File: src/rtl/data_mem_pkg.sv
`default_nettype none
// +----------------------------------------------------------------------------+
// | Module      : data_mem_pkg                                                 |
// | Description : Shared state encoding, widths and address check for the     |
// |               data memory responder.                                       |
// | Revision    : 1.0 - initial release                                        |
// +----------------------------------------------------------------------------+
package data_mem_pkg;

  localparam int LAT_W  = 4;
  localparam int WORD_W = 32;

  typedef enum logic [1:0] {
    IDLE = 2'd0,
    WAIT = 2'd1,
    RESP = 2'd2
  } state_e;

  // The full 30-bit word index is compared so high addresses never alias into the array.
  function automatic logic addr_err(input logic [31:0] addr, input logic [31:0] depth);
    return (addr[1:0] != 2'b00) || ({2'b00, addr[31:2]} >= depth);
  endfunction

endpackage
`default_nettype wire

File: src/rtl/resp_word_ram.sv
`default_nettype none
// +----------------------------------------------------------------------------+
// | Module      : resp_word_ram                                                |
// | Description : Word storage with asynchronous read, synchronous write and   |
// |               asynchronous active-low clear of every word.                 |
// | Revision    : 1.0 - initial release                                        |
// +----------------------------------------------------------------------------+
module resp_word_ram #(
  parameter int DEPTH_WORDS = 64,
  parameter int WORD_W      = 32,
  parameter int AW          = 6
) (
  input  logic              clk_i,
  input  logic              clr_ni,
  input  logic              we_i,
  input  logic [AW-1:0]     addr_i,
  input  logic [WORD_W-1:0] wdata_i,
  output logic [WORD_W-1:0] rdata_o
);

  logic [WORD_W-1:0] mem_q [DEPTH_WORDS];

  always_ff @(posedge clk_i or negedge clr_ni) begin
    if (!clr_ni) begin
      for (int i = 0; i < DEPTH_WORDS; i++) begin
        mem_q[i] <= '0;
      end
    end else if (we_i) begin
      mem_q[addr_i] <= wdata_i;
    end
  end

  // Guards the read port when DEPTH_WORDS is not a power of two.
  assign rdata_o = (32'(addr_i) < 32'(DEPTH_WORDS)) ? mem_q[addr_i] : '0;

endmodule
`default_nettype wire

File: src/rtl/data_mem_responder.sv
`default_nettype none
// +----------------------------------------------------------------------------+
// | Module      : data_mem_responder                                           |
// | Description : Word-addressed data memory answering valid/ready load/store |
// |               requests after a programmable latency, flagging bad access. |
// | Revision    : 1.0 - initial release                                        |
// +----------------------------------------------------------------------------+
module data_mem_responder #(
  parameter int DEPTH_WORDS = 64,
  parameter int LATENCY     = 2     // legal range 0..15
) (
  input  logic        clk,
  input  logic        rst,
  input  logic        req_valid,
  output logic        req_ready,
  input  logic        req_write,
  input  logic [31:0] req_addr,
  input  logic [31:0] req_wdata,
  output logic        resp_valid,
  input  logic        resp_ready,
  output logic [31:0] resp_rdata,
  output logic        resp_err
);

  import data_mem_pkg::*;

  localparam int AW = (DEPTH_WORDS > 1) ? $clog2(DEPTH_WORDS) : 1;

  state_e             state_q;
  logic [LAT_W-1:0]   cnt_q;
  logic               write_q;
  logic [31:0]        addr_q;
  logic [WORD_W-1:0]  wdata_q;
  logic [WORD_W-1:0]  rdata_q;
  logic               err_q;

  logic               acc_err;
  logic               op_fire;
  logic               ram_we;
  logic [WORD_W-1:0]  ram_rdata;

  assign acc_err = addr_err(addr_q, 32'(DEPTH_WORDS));
  assign op_fire = (state_q == WAIT) && (cnt_q == '0);
  assign ram_we  = op_fire && write_q && !acc_err;

  resp_word_ram #(
    .DEPTH_WORDS (DEPTH_WORDS),
    .WORD_W      (WORD_W),
    .AW          (AW)
  ) u_ram (
    .clk_i   (clk),
    .clr_ni  (rst),
    .we_i    (ram_we),
    .addr_i  (addr_q[AW+1:2]),
    .wdata_i (wdata_q),
    .rdata_o (ram_rdata)
  );

  always_ff @(posedge clk or negedge rst) begin
    if (!rst) begin
      state_q <= IDLE;
      cnt_q   <= '0;
      write_q <= 1'b0;
      addr_q  <= '0;
      wdata_q <= '0;
      rdata_q <= '0;
      err_q   <= 1'b0;
    end else begin
      case (state_q)
        IDLE: begin
          if (req_valid) begin
            write_q <= req_write;
            addr_q  <= req_addr;
            wdata_q <= req_wdata;
            cnt_q   <= LAT_W'(LATENCY);
            state_q <= WAIT;
          end
        end
        WAIT: begin
          if (cnt_q != '0) begin
            cnt_q <= cnt_q - LAT_W'(1);
          end else begin
            err_q   <= acc_err;
            rdata_q <= (acc_err || write_q) ? '0 : ram_rdata;
            state_q <= RESP;
          end
        end
        RESP: begin
          if (resp_ready) begin
            rdata_q <= '0;
            err_q   <= 1'b0;
            state_q <= IDLE;
          end
        end
        default: begin
          state_q <= IDLE;
        end
      endcase
    end
  end

  // Handshake outputs decode the state register only; no input-to-output path.
  assign req_ready  = (state_q == IDLE);
  assign resp_valid = (state_q == RESP);
  assign resp_rdata = rdata_q;
  assign resp_err   = err_q;

endmodule
`default_nettype wire

File: config.mk
export PLATFORM = sky130hd
export DESIGN_NAME = data_mem_responder
export DESIGN_NICKNAME = d
export VERILOG_FILES = /design/src/rtl/data_mem_pkg.sv /design/src/rtl/resp_word_ram.sv /design/src/rtl/data_mem_responder.sv
export SDC_FILE = /design/constraint.sdc
export NUM_CORES = 2
export LEC_CHECK = 0
export ABC_AREA = 1
export CAP_MARGIN = 20
export CELL_PAD_IN_SITES_DETAIL_PLACEMENT = 1
export CELL_PAD_IN_SITES_GLOBAL_PLACEMENT = 2
export CORE_ASPECT_RATIO = 1.2
export CORE_MARGIN = 2
export CORE_UTILIZATION = 34
export DETAILED_ROUTE_END_ITERATION = 6
export MAX_ROUTING_LAYER = met4
export PLACE_DENSITY = 0.72
export SLEW_MARGIN = 40
export SYNTH_ARGS = -nofsm -noshare
export SYNTH_HDL_FRONTEND = slang
export SYNTH_SLANG_ARGS = --single-unit
File: constraint.sdc
create_clock -name clk -period 2 [get_ports clk]
set_input_delay 0.4 -clock clk [delete_from_list [all_inputs] [get_ports clk]]
set_output_delay 0.4 -clock clk [all_outputs]
set_load 0.02 [all_outputs]
==> reports/metrics.csv <==
stage;metric;value;unit
run_status;status;finished, violations left;
run_status;violations;setup timing;
timing;min_period;2.43;ns
pwr;leakage;59.8;nW
floorplan;dieArea;0.299;mm²
pwr;power;167;mW
worst_setup_path;worst_ep_arrival_time;3.29;ns
routing;post_drt_wl_per_cell;26.0;µm
routing;wl_met2;222;mm
floorplan;die_w;500;µm
global_route;overflow;0;
timing;slew_headroom;0.479;
clock_tree;cts-root-buf;clkbuf_16;
timing;finalMaxSlewViolations;0;
global_route;antenna_found_initial;15;
routing;met3_length;21.3;mm
timing;setup_violations;2091;
hold_path;hold_class;in -> reg;
global_route;track_usage;0.290;
routing;via_count;93100;
final_layout;drive_gt1_frac;0.152;
worst_setup_path;cp_slowest_cell;dfrtp_4;
placed_design;globalplace.congestion;0.846;
pwr;p_per_area;1300;mW/mm²
timing;fmax;0.412;GHz
placed_design;port_buffers;103;
logic_synthesis;synth-edff-count;0;
floorplan;die_y;599;µm
run;drv_cap;0;
clock_tree;cts.sinks;2152;
timing;tightest_slew;0.782;ns
logic_synthesis;syn_area_per_cell;7.66;µm²
logic_synthesis;syn_area;0.100;mm²
timing;fin_ws;-0.426;ns
clock_tree;clk_latency;0.93;ns
placed_design;place_hpwl;268;mm
worst_setup_path;path_max_fanout;11;
logic_synthesis;synthCells;13100;
final_layout;seqCellArea;0.0539;mm²
routing;drc;0;
worst_setup_path;critPathCaptureType;flip-flop;
timing;rsz0062_at_grt;true;
routing;highest_layer;met4;
worst_setup_path;cp.buffers_inverters;5;
clock_tree;cts_tree;built;
logic_synthesis;ys_seq_area_frac;0.537;
floorplan;core;0.293;mm²
routing;drtPass1Iterations;6;
final_layout;nFillCells;34500;
final_layout;final_area;0.129;mm²
logic_synthesis;synthDistinctLibCells;34;
final_layout;area_delta_synth_final;28.2;%
timing;finalCritPeriodShare;1.21;
logic_synthesis;dominantRegCellSynth;dfrtp_1;
timing;clock_skew;0.0432;ns
clock_tree;cts_max_level;4;
final_layout;multiInputGateArea;0.0410;mm²
final_layout;fin_nets;13600;
global_route;grt_pass1_vias;95100;
worst_setup_path;path_common_cell;nand2_1;
routing;via_per_inst;5.28;
pwr;peakVddDrop;2.11;mV
logic_synthesis;synth_warnings;0;
floorplan;io_pins;104;
global_route;grt_max_degree;113;
placed_design;placed_area;0.113;mm²
worst_setup_path;cp.required;2.86;ns
logic_synthesis;synth.most_common_cell;nand2_1;
worst_setup_path;max_stage_delay;0.51;ns
logic_synthesis;synth_top_area_cell;dfrtp_1;
floorplan;num_rows;218;
clock_tree;cts_buffers;240;
logic_synthesis;synth-seq-cells;2152;
logic_synthesis;syn_nets;13200;
routing;drt-met1-wl;195;mm
routing;drtIter0Drc;8122;
global_route;grt_pass1_wl;634;mm
floorplan;initial_core_util;0.342;
worst_setup_path;crit_type;reg -> reg;
routing;ant_nets;0;
worst_setup_path;path_cells;buf_12 > inv_16 > buf_16 > buf_16 > buf_12 > nor2_1 > o21ai_0 > nand2_1 > nand2_1 > nand2_1 > a21oi_4 > nand3_2 > nand2_1;
worst_setup_path;crit_family;buffers and inverters;
worst_setup_path;startpoint_type;flip-flop;
clock_tree;cts.path.max_buffers;4;
logic_synthesis;yosys-top-cells-count;5,615 x nand2_1, 2,152 x dfrtp_1, 2,017 x o21ai_0;
clock_tree;cts.clk_slew.worst_paths;0.06;ns
routing;routed_wirelength;459;mm
placed_design;place_ws;-0.926;ns
logic_synthesis;synthArstFlopShare;1.00;
timing;finalHoldViolCount;0;
logic_synthesis;synth_area_leaders;dfrtp_1 54%, nand2_1 21%, o21ai_0 10%, clkbuf_1 3.2%, inv_1 3.1%;
logic_synthesis;synth_top_cell_area_share;0.537;
[per-layer routing]
metal	GRT usage	vias up
li1	-	42200
met1	0.376	47700
met2	0.485	2410
met3	0.0271	758
met4	0.0775	0
met5	-	-
[layout by cell type (no fill, tap or decap), drive strengths merged, types with 12 or more instances in the layout]
cell type and count:
inv 845, bufinv 16, a21oi 63, nand2 5616, bufbuf 16, clkdlybuf4s50 67, buf 1085, nor2 353
nand3 575, clkinv 45, clkbuf 429, o21ai 2251, nand4 160, nand3b 12, dlygate4sd3 30, dfrtp 2152
diode 18
[layout make-up]
class | count | area share
repair buffers | 1273 | 0.137
flip-flops and latches | 2152 | 0.419
repair inverters | 2 | 0.000389
inverters | 843 | 0.0250
multi-input cells | 9057 | 0.319
diodes | 18 | 0.000350
well taps | 3850 | 0.0375
clock buffers | 359 | 0.0559
clock inverters | 64 | 0.00575
[path summary, 6_finish.rpt]
kind                                           to  slack [ns]         startpoint  depth (start not counted)
worst max-delay path               resp_rdata[15]       -0.43          addr_q[2]                         13
worst min-delay path                  wdata_q[13]        0.05      req_wdata[13]                          3
worst max register to register     resp_rdata[15]       -0.43          addr_q[2]                         13
worst min register to register  u_ram.mem_q[1766]        0.48  u_ram.mem_q[1766]                          2
max in group asynchronous          resp_rdata[13]        0.76                rst                          4
min in group asynchronous       u_ram.mem_q[1538]        0.09                rst                          2
[sequential cells by signal, summed over array words and instances, names as in the netlist]
register,flops
u_ram.mem_q,2048
resp_err,1
resp_rdata,32
addr_q,32
write_q,1
state_q,2
cnt_q,4
wdata_q,32
[logic make-up (layout without fill, tap and decap cells)]
logic type / count (synthesis) / after routing / synth area share
simple gates: 6731 / 6731 / 0.273
compound gates: 2324 / 2324 / 0.116
buf+inv: 1881 / 2541 / 0.0734
flops: 2152 / 2152 / 0.537
other cells: 0 / 18 / 0
fa+ha+maj: 2 / 2 / 0.000250
[where the power goes]
part / total, mW / internal (mW) / switching, mW / leakage (nW)
Clock: 45.8 / 26.6 / 19.2 / 3.94
Sequential: 45.5 / 44.5 / 0.990 / 29.9
Combinational: 75.6 / 25.3 / 50.3 / 26.0
Total: 167 / 96.4 / 70.5 / 59.8
[repair_timing]
| item | in CTS | in global routing |
|---|---|---|
| hold buffers | 30 | 0 |
| gates cloned | 41 | 94 |
| pin swaps | 37 | 48 |
| buffers inserted | 89 | 54 |
| endpoints found under the hold margin | 809 | 0 |
| endpoints found under the setup margin | 2113 | 2095 |
| gates resized for setup | 508 | 587 |
[worst register-to-register path: stages (launching register included)]
cell,delay (ns)
dfrtp_4,0.51
buf_12,0.18
inv_16,0.13
buf_16,0.17
buf_16,0.17
buf_12,0.15
nor2_1,0.04
o21ai_0,0.19
nand2_1,0.10
nand2_1,0.08
nand2_1,0.11
a21oi_4,0.33
nand3_2,0.13
nand2_1,0.09
[stage by stage]
| step | setup TNS [ns] | utilization | instances | hold WS [ns] |
|---|---|---|---|---|
| global placement | -536.32 | 0.384 | 16900 | 0.340 |
| detailed placement | -620.75 | 0.384 | 16900 | 0.344 |
| finish | -468.58 | 0.438 | 17600 | 0.0526 |
| global route | -655.57 | 0.438 | 17600 | 0.0575 |
| floorplan | 0 | - | 13100 | 0.104 |
| CTS | -443.15 | 0.423 | 17500 | 0.00290 |
Power figures use the tool's default switching activity.
